File: config.mk
export PLATFORM = sky130hd
export DESIGN_NAME = if_prefetch_unit
export DESIGN_NICKNAME = d
export VERILOG_FILES = /design/src/rtl/if_prefetch_unit.sv
export SDC_FILE = /design/constraint.sdc
export NUM_CORES = 2
export LEC_CHECK = 0
export CAP_MARGIN = 5
export CORE_ASPECT_RATIO = 1.25
export CORE_UTILIZATION = 55
export CTS_BUF_LIST = sky130_fd_sc_hd__clkbuf_16
export DETAILED_ROUTE_END_ITERATION = 6
export PLACE_DENSITY = 0.72
export SLEW_MARGIN = 20
export SYNTH_ARGS = -nofsm -noshare
export SYNTH_HDL_FRONTEND = slang
export SYNTH_SLANG_ARGS = --single-unit
File: constraint.sdc
create_clock -name i_clk -period 12.9 [get_ports i_clk]
set_clock_uncertainty 0.15 [all_clocks]
set_input_delay 2.58 -clock i_clk [delete_from_list [all_inputs] [get_ports i_clk]]
set_output_delay 2.58 -clock i_clk [all_outputs]
set_load 0.02 [all_outputs]
File: src/rtl/if_prefetch_unit.sv
// if_prefetch_unit: MIPS instruction-fetch stage.
// Holds the fetch PC and a loadable instruction memory, and feeds a small
// prefetch queue. The queue head goes to decode through a valid/ready
// handshake. The unit also handles branch/jump redirects, which flush the
// queue, debug single-stepping, and stopping on a HALT word.
module if_prefetch_unit #(
    parameter int unsigned          BITS_SIZE  = 32,
    parameter int unsigned          MEM_WORDS  = 64,
    parameter int unsigned          FIFO_DEPTH = 4,
    parameter logic [BITS_SIZE-1:0] HALT_WORD  = 32'hFFFFFFFF
) (
    input  logic                          i_clk,
    input  logic                          i_reset,
    input  logic                          i_debug_mode,
    input  logic                          i_step,
    input  logic                          i_load_en,
    input  logic [BITS_SIZE-1:0]          i_load_addr,
    input  logic [BITS_SIZE-1:0]          i_load_data,
    input  logic                          i_redirect,
    input  logic [BITS_SIZE-1:0]          i_redirect_pc,
    input  logic                          i_ready,
    output logic                          o_valid,
    output logic [BITS_SIZE-1:0]          o_instruction,
    output logic [BITS_SIZE-1:0]          o_pc,
    output logic [BITS_SIZE-1:0]          o_pc4,
    output logic [BITS_SIZE-1:0]          o_pc8,
    output logic                          o_halted,
    output logic [$clog2(FIFO_DEPTH):0]   o_fifo_count
);

    localparam int unsigned   AW      = $clog2(MEM_WORDS);
    localparam int unsigned   PW      = $clog2(FIFO_DEPTH);
    localparam int unsigned   CW      = PW + 1;
    localparam logic [CW-1:0] DEPTH_C = CW'(FIFO_DEPTH);

    logic [BITS_SIZE-1:0] r_mem     [MEM_WORDS];
    logic [BITS_SIZE-1:0] r_q_instr [FIFO_DEPTH];
    logic [BITS_SIZE-1:0] r_q_pc    [FIFO_DEPTH];
    logic [PW-1:0]        r_head;
    logic [PW-1:0]        r_tail;
    logic [CW-1:0]        r_count;
    logic [BITS_SIZE-1:0] r_fetch_pc;
    logic                 r_halted;
    logic [BITS_SIZE-1:0] r_last_pc;

    logic                 w_enable;
    logic                 w_valid;
    logic                 w_pop;
    logic                 w_push;
    logic                 w_fetch_ok;
    logic                 w_load_ok;
    logic [BITS_SIZE-1:0] w_fetch_word;
    logic [BITS_SIZE-1:0] w_head_pc;
    logic                 w_unused;

    // The byte-offset bits of the load address do not select a word.
    assign w_unused = ^i_load_addr[1:0];

    // Handshake and priority decode, plus the combinational memory read.
    always_comb begin
        w_enable     = ~i_debug_mode | i_step;
        w_valid      = (r_count != '0);
        w_pop        = w_enable & ~i_redirect & w_valid & i_ready;
        w_push       = w_enable & ~i_redirect & ~r_halted & ~i_load_en &
                       ((r_count < DEPTH_C) | w_pop);
        w_fetch_ok   = (r_fetch_pc[BITS_SIZE-1:AW+2] == '0);
        w_load_ok    = (i_load_addr[BITS_SIZE-1:AW+2] == '0);
        w_fetch_word = w_fetch_ok ? r_mem[r_fetch_pc[AW+1:2]] : '0;
        w_head_pc    = w_valid ? r_q_pc[r_head] : r_last_pc;
    end

    // Instruction memory write. Memory has no reset, so a loaded program
    // survives a core reset. A load that coincides with reset is dropped.
    always_ff @(posedge i_clk) begin
        if (i_reset && i_load_en && w_load_ok)
            r_mem[i_load_addr[AW+1:2]] <= i_load_data;
    end

    // Queue storage. It needs no reset because o_valid gates its use.
    always_ff @(posedge i_clk) begin
        if (w_push) begin
            r_q_instr[r_tail] <= w_fetch_word;
            r_q_pc[r_tail]    <= r_fetch_pc;
        end
    end

    // Control state: fetch PC, pointers, occupancy, halt flag and the held PC.
    always_ff @(posedge i_clk or negedge i_reset) begin
        if (!i_reset) begin
            r_fetch_pc <= '0;
            r_head     <= '0;
            r_tail     <= '0;
            r_count    <= '0;
            r_halted   <= 1'b0;
            r_last_pc  <= '0;
        end else if (w_enable) begin
            // Keep the last PC shown so that o_pc holds while the queue is empty.
            r_last_pc <= w_head_pc;
            if (i_redirect) begin
                r_head     <= '0;
                r_tail     <= '0;
                r_count    <= '0;
                r_fetch_pc <= i_redirect_pc;
                r_halted   <= 1'b0;
            end else begin
                if (w_pop)
                    r_head <= r_head + PW'(1);
                if (w_push) begin
                    r_tail     <= r_tail + PW'(1);
                    r_fetch_pc <= r_fetch_pc + BITS_SIZE'(4);
                    if (w_fetch_word == HALT_WORD)
                        r_halted <= 1'b1;
                end
                case ({w_push, w_pop})
                    2'b10:   r_count <= r_count + CW'(1);
                    2'b01:   r_count <= r_count - CW'(1);
                    default: r_count <= r_count;
                endcase
            end
        end
    end

    assign o_valid       = w_valid;
    assign o_instruction = w_valid ? r_q_instr[r_head] : '0;
    assign o_pc          = w_head_pc;
    assign o_pc4         = w_head_pc + BITS_SIZE'(4);
    assign o_pc8         = w_head_pc + BITS_SIZE'(8);
    assign o_halted      = r_halted;
    assign o_fifo_count  = r_count;

endmodule

==> summary.md <==
| Metric | Value |
|---|---|
| DRC | `2` |
| Ordered list of cells on the worst path | `nor3_1 > buf_4 > inv_2 > buf_4 > mux2i_1 > inv_1 > ha_1 > o211ai_1 > nor4_2 > nand3_1 > nor3_1 > nand2_1 > xnor2_1 > clkdlybuf4s50_1` |
| Pwr/cell area | `175 nW/um^2` |
| Library cell with the largest summed area after synthesis | `sky130_fd_sc_hd__edfxtp_1` |
| Die X-Extent | `371 microns` |
| TritonCTS clock tree | `done` |
| Reg power frac | `47.4%` |
| Finished Layout Cells | `7211` |
| Startpoint type of the worst setup path | `flop` |
| Data arrival time of the critical path | `5.69 ns` |
| Achievable frequency | `119 MHz` |
| Crit end category | `output pin` |
| Area taken by multi-input logic gates | `21300 sq um` |
| Global placement routability congestion | `0.882` |
| Unrepaired setup endpoints after global routing | `no` |
| Count of clock tree sinks | `2376` |
| Maximum fanout encountered on the critical timing path | `39` |
| Failing checks | `design-rule violations` |
| Share of the clock period used by the worst path after layout | `65.3%` |
| Number of max-capacitance violations reported | `0` |
| Post-Place Setup Slack | `5.32 ns` |
| Number of nets in the synthesized netlist | `4614` |
| Yosys warning count | `0` |
| Syn-to-layout area delta | `12.3%` |
| Post-CTS setup buffer count | `0` |
| Number of enable-type register cells in the synthesized netlist | `2304` |
| Ranking of synthesized cells by area | `sky130_fd_sc_hd__edfxtp_1 74%, sky130_fd_sc_hd__mux4_2 12%, sky130_fd_sc_hd__mux2i_1 2.2%` |
| Bufs on Longest Clock Path | `3` |
| Share of flip-flops with an asynchronous set or reset after synthesis | `3.03%` |
| Fraction of power consumed by combinational cells | `19.7%` |
| Total number of vias | `47853` |
| Starting utilization of the core area | `55.6%` |
| Count of nets after finishing | `4940` |
| Pin count of the biggest net entering global routing | `108` |
| Max-Slew Margin vs Limit | `22.1%` |
| Switching power share of the total | `27.1%` |
| Post_cts resized | `0` |
| Hold_buf cts | `0` |
| Average wire per standard cell | `33.6 microns` |
| Clock power share | `33.0%` |
| Finish-stage setup viols | `0` |
| Synthesized flop and latch total | `2376` |
| Slew at the pin with the worst max-slew slack | `1.16 ns` |
| Cell internal pwr | `13.4 mW` |
| Slack of the critical path | `4.48 ns` |
| Clock transition at the registers of the reported paths | `0.06 ns` |
| Overall die height | `463 microns` |
| Number of fill cells | `11229` |
| Cell with the most instances after synthesis | `sky130_fd_sc_hd__edfxtp_1` |
| Number of antenna violations at the first check in global routing | `15` |
| Mapped Area | `93600 sq um` |
| DR vias/cell | `6.64` |
| Length of the first detailed-routing pass in iterations | `7` |
| Static leakage | `33.3 nW` |
| Area of all sequential standard cells | `71000 sq um` |
| Number of placed I/O pins | `236` |
| HPWL Detailed | `134000 microns` |
| Clk Latency, worst-skew pair | `0.85 ns` |
| Count of mapped cells out of synthesis | `4503` |
| Placed instance count | `6826` |
| Worst hold-check slack | `0.361 ns` |
| Antenna Nets Post-Route | `0` |
| Proportion of synthesized chip area in sequential cells | `75.8%` |
| Total CTS buffers | `210` |
| H-tree levels | `4` |
| Setup TNS | `0 ns` |
| Unique masters post-synth | `83` |
| Setup CP Type | `flop to output pin` |
| Remaining global-route overflow | `0` |
| Wire length reported by the detailed router | `242000 microns` |
| Buffers on Ports | `233` |
| Data required time at the worst endpoint | `10.17 ns` |
| Worst-case vdd ir drop | `161 uV` |
| Final critical-path required period | `8.42 ns` |
| Main flop type after synthesis | `sky130_fd_sc_hd__edfxtp_1` |
| Run status | `complete, but fails checks` |
| Cell types with the highest counts after synthesis | `2304 x sky130_fd_sc_hd__edfxtp_1, 481 x sky130_fd_sc_hd__mux4_2, 216 x sky130_fd_sc_hd__nor2_1` |
| Cell Rows | `168` |
| Total die area | `172000 sq um` |
| Global-route usage over all layers | `28.3%` |
| Area inside the core boundary | `168000 sq um` |
| Path type of the worst min-delay path | `flop to flop` |
| Cell at the slowest stage of the critical path | `sky130_fd_sc_hd__clkdlybuf4s50_1` |
| Global-route wire length before repair | `343000 microns` |
| Peak per-stage delay on the critical path | `0.63 ns` |
| Vias in the first global route | `47681` |
| Per-instance average area after synthesis | `20.8 sq um` |
| Share of the synthesized area in the top cell type | `73.9%` |
| Starting DRC count in detailed routing | `6460` |
| Fin. max-slew vios | `0` |
| Switching power summed over all nets | `4.98 mW` |
| Layout cell share with drive strength beyond 1 | `21.2%` |
| Hold violation total from the final report | `0` |
| Root buf cell | `sky130_fd_sc_hd__clkbuf_16` |
## state kept, by name (all words and copies together), names as in the netlist
register and count:
r_tail 2, r_q_pc 128, r_mem 2048, o_fifo_count 3
r_last_pc 32, o_halted 1, r_fetch_pc 32, r_q_instr 128
r_head 2
## layout make-up
| class | count | area share, % |
|---|---|---|
| inverter | 41 | 0.149 |
| antenna | 3 | 0.00714 |
| sequential | 2376 | 67.5 |
| timing repair buffer | 363 | 3.16 |
| multi-input combinational | 1837 | 20.3 |
| clock buffer | 213 | 5.07 |
| tap | 2210 | 2.63 |
| clock inverter | 168 | 1.18 |
## kinds of logic (layout without fill, tap and decap cells)
| logic type | count (synthesis) | in the layout | share of synthesized area [%] |
|---|---|---|---|
| flip-flops | 2376 | 2376 | 75.8 |
| AO/OA/AOI/OAI | 408 | 408 | 3.02 |
| AND/OR/NAND/NOR | 598 | 598 | 3.00 |
| adder cells (fa/ha/maj) | 8 | 8 | 0.115 |
| XOR/XNOR | 73 | 73 | 0.683 |
| buffers and inverters | 290 | 785 | 2.06 |
| other | 0 | 3 | 0 |
| multiplexers | 750 | 750 | 15.3 |
## power groups by stage
stage               Clock, mW  Sequential, mW  Combinational (mW)
global placement            0            8.86                3.56
finish                   6.05            8.70                3.61
detailed placement          0            8.86                3.60
floorplan                   0            8.78                2.27
CTS                      6.10            8.70                3.61
global route             6.37            8.71                3.80
## placed cells by master, fill, tap and decap left out, types with 13 or more instances in the layout
master                            instances
sky130_fd_sc_hd__a211oi_1                15
sky130_fd_sc_hd__a21oi_1                 82
sky130_fd_sc_hd__a221oi_1                45
sky130_fd_sc_hd__a22o_1                  13
sky130_fd_sc_hd__a22oi_1                 63
sky130_fd_sc_hd__a31oi_1                 18
sky130_fd_sc_hd__and2_1                  44
sky130_fd_sc_hd__and3_1                  19
sky130_fd_sc_hd__buf_2                   14
sky130_fd_sc_hd__buf_4                  138
sky130_fd_sc_hd__bufinv_16               16
sky130_fd_sc_hd__clkbuf_16              213
sky130_fd_sc_hd__clkdlybuf4s50_1        200
sky130_fd_sc_hd__clkinv_1                53
sky130_fd_sc_hd__clkinv_2                31
sky130_fd_sc_hd__dfrtp_1                 64
sky130_fd_sc_hd__edfxtp_1              2304
sky130_fd_sc_hd__inv_1                   85
sky130_fd_sc_hd__mux2_2                  18
sky130_fd_sc_hd__mux2i_1                202
sky130_fd_sc_hd__mux4_1                  49
sky130_fd_sc_hd__mux4_2                 481
sky130_fd_sc_hd__nand2_1                153
sky130_fd_sc_hd__nand3_1                 40
sky130_fd_sc_hd__nand4_1                 15
sky130_fd_sc_hd__nor2_1                 148
sky130_fd_sc_hd__nor2_4                  66
sky130_fd_sc_hd__nor3_1                  23
sky130_fd_sc_hd__nor4_1                  16
sky130_fd_sc_hd__o21ai_0                 58
sky130_fd_sc_hd__o221ai_1                19
sky130_fd_sc_hd__o22ai_1                 34
sky130_fd_sc_hd__xnor2_1                 62
## metrics by stage
stage               utilization (%)  cell area, sq um  power, mW
floorplan                         -             93600       11.1
global placement               58.5             98500       12.4
detailed placement             58.5             98500       12.5
CTS                            62.4            105000       18.4
global route                   62.5            105000       18.9
finish                         62.5            105000       18.4
## final timing paths
path                                                   from                   endpoint  slack (ns)  cells past startpoint
worst max-delay path            o_fifo_count[0]$_DFFE_PN0P_                  o_pc4[23]        4.48                     14
worst min-delay path              r_last_pc[26]$_DFFE_PN0N_  r_last_pc[26]$_DFFE_PN0N_        0.36                      2
worst max register to register    r_fetch_pc[3]$_DFFE_PN0P_       o_halted$_DFFE_PN0P_        7.20                     10
worst min register to register    r_last_pc[26]$_DFFE_PN0N_  r_last_pc[26]$_DFFE_PN0N_        0.36                      2
max in group asynchronous                           i_reset  r_fetch_pc[3]$_DFFE_PN0P_       10.04                      2
min in group asynchronous                           i_reset  r_last_pc[24]$_DFFE_PN0N_        1.54                      1
## worst max-delay path, delay by kind of cell, from the launching register on
kind / cells / cell delay, ns
flops: 1 / 0.43
xor+xnor: 1 / 0.19
mux: 1 / 0.29
compound gates: 1 / 0.18
fa+ha+maj: 1 / 0.26
buf+inv: 5 / 1.98
simple gates: 5 / 1.47
## per-layer routing
metal / vias to the layer above / share of wire, % / global-route usage (%)
met3: 529 / 10 / 5.65
met2: 2891 / 50 / 46.4
met1: 25074 / 36 / 37.5
met4: 18 / 4.1 / 11.2
met5: - / 0.11 / 0
li1: 19341 / - / -
(Power assumes the default switching activity.)
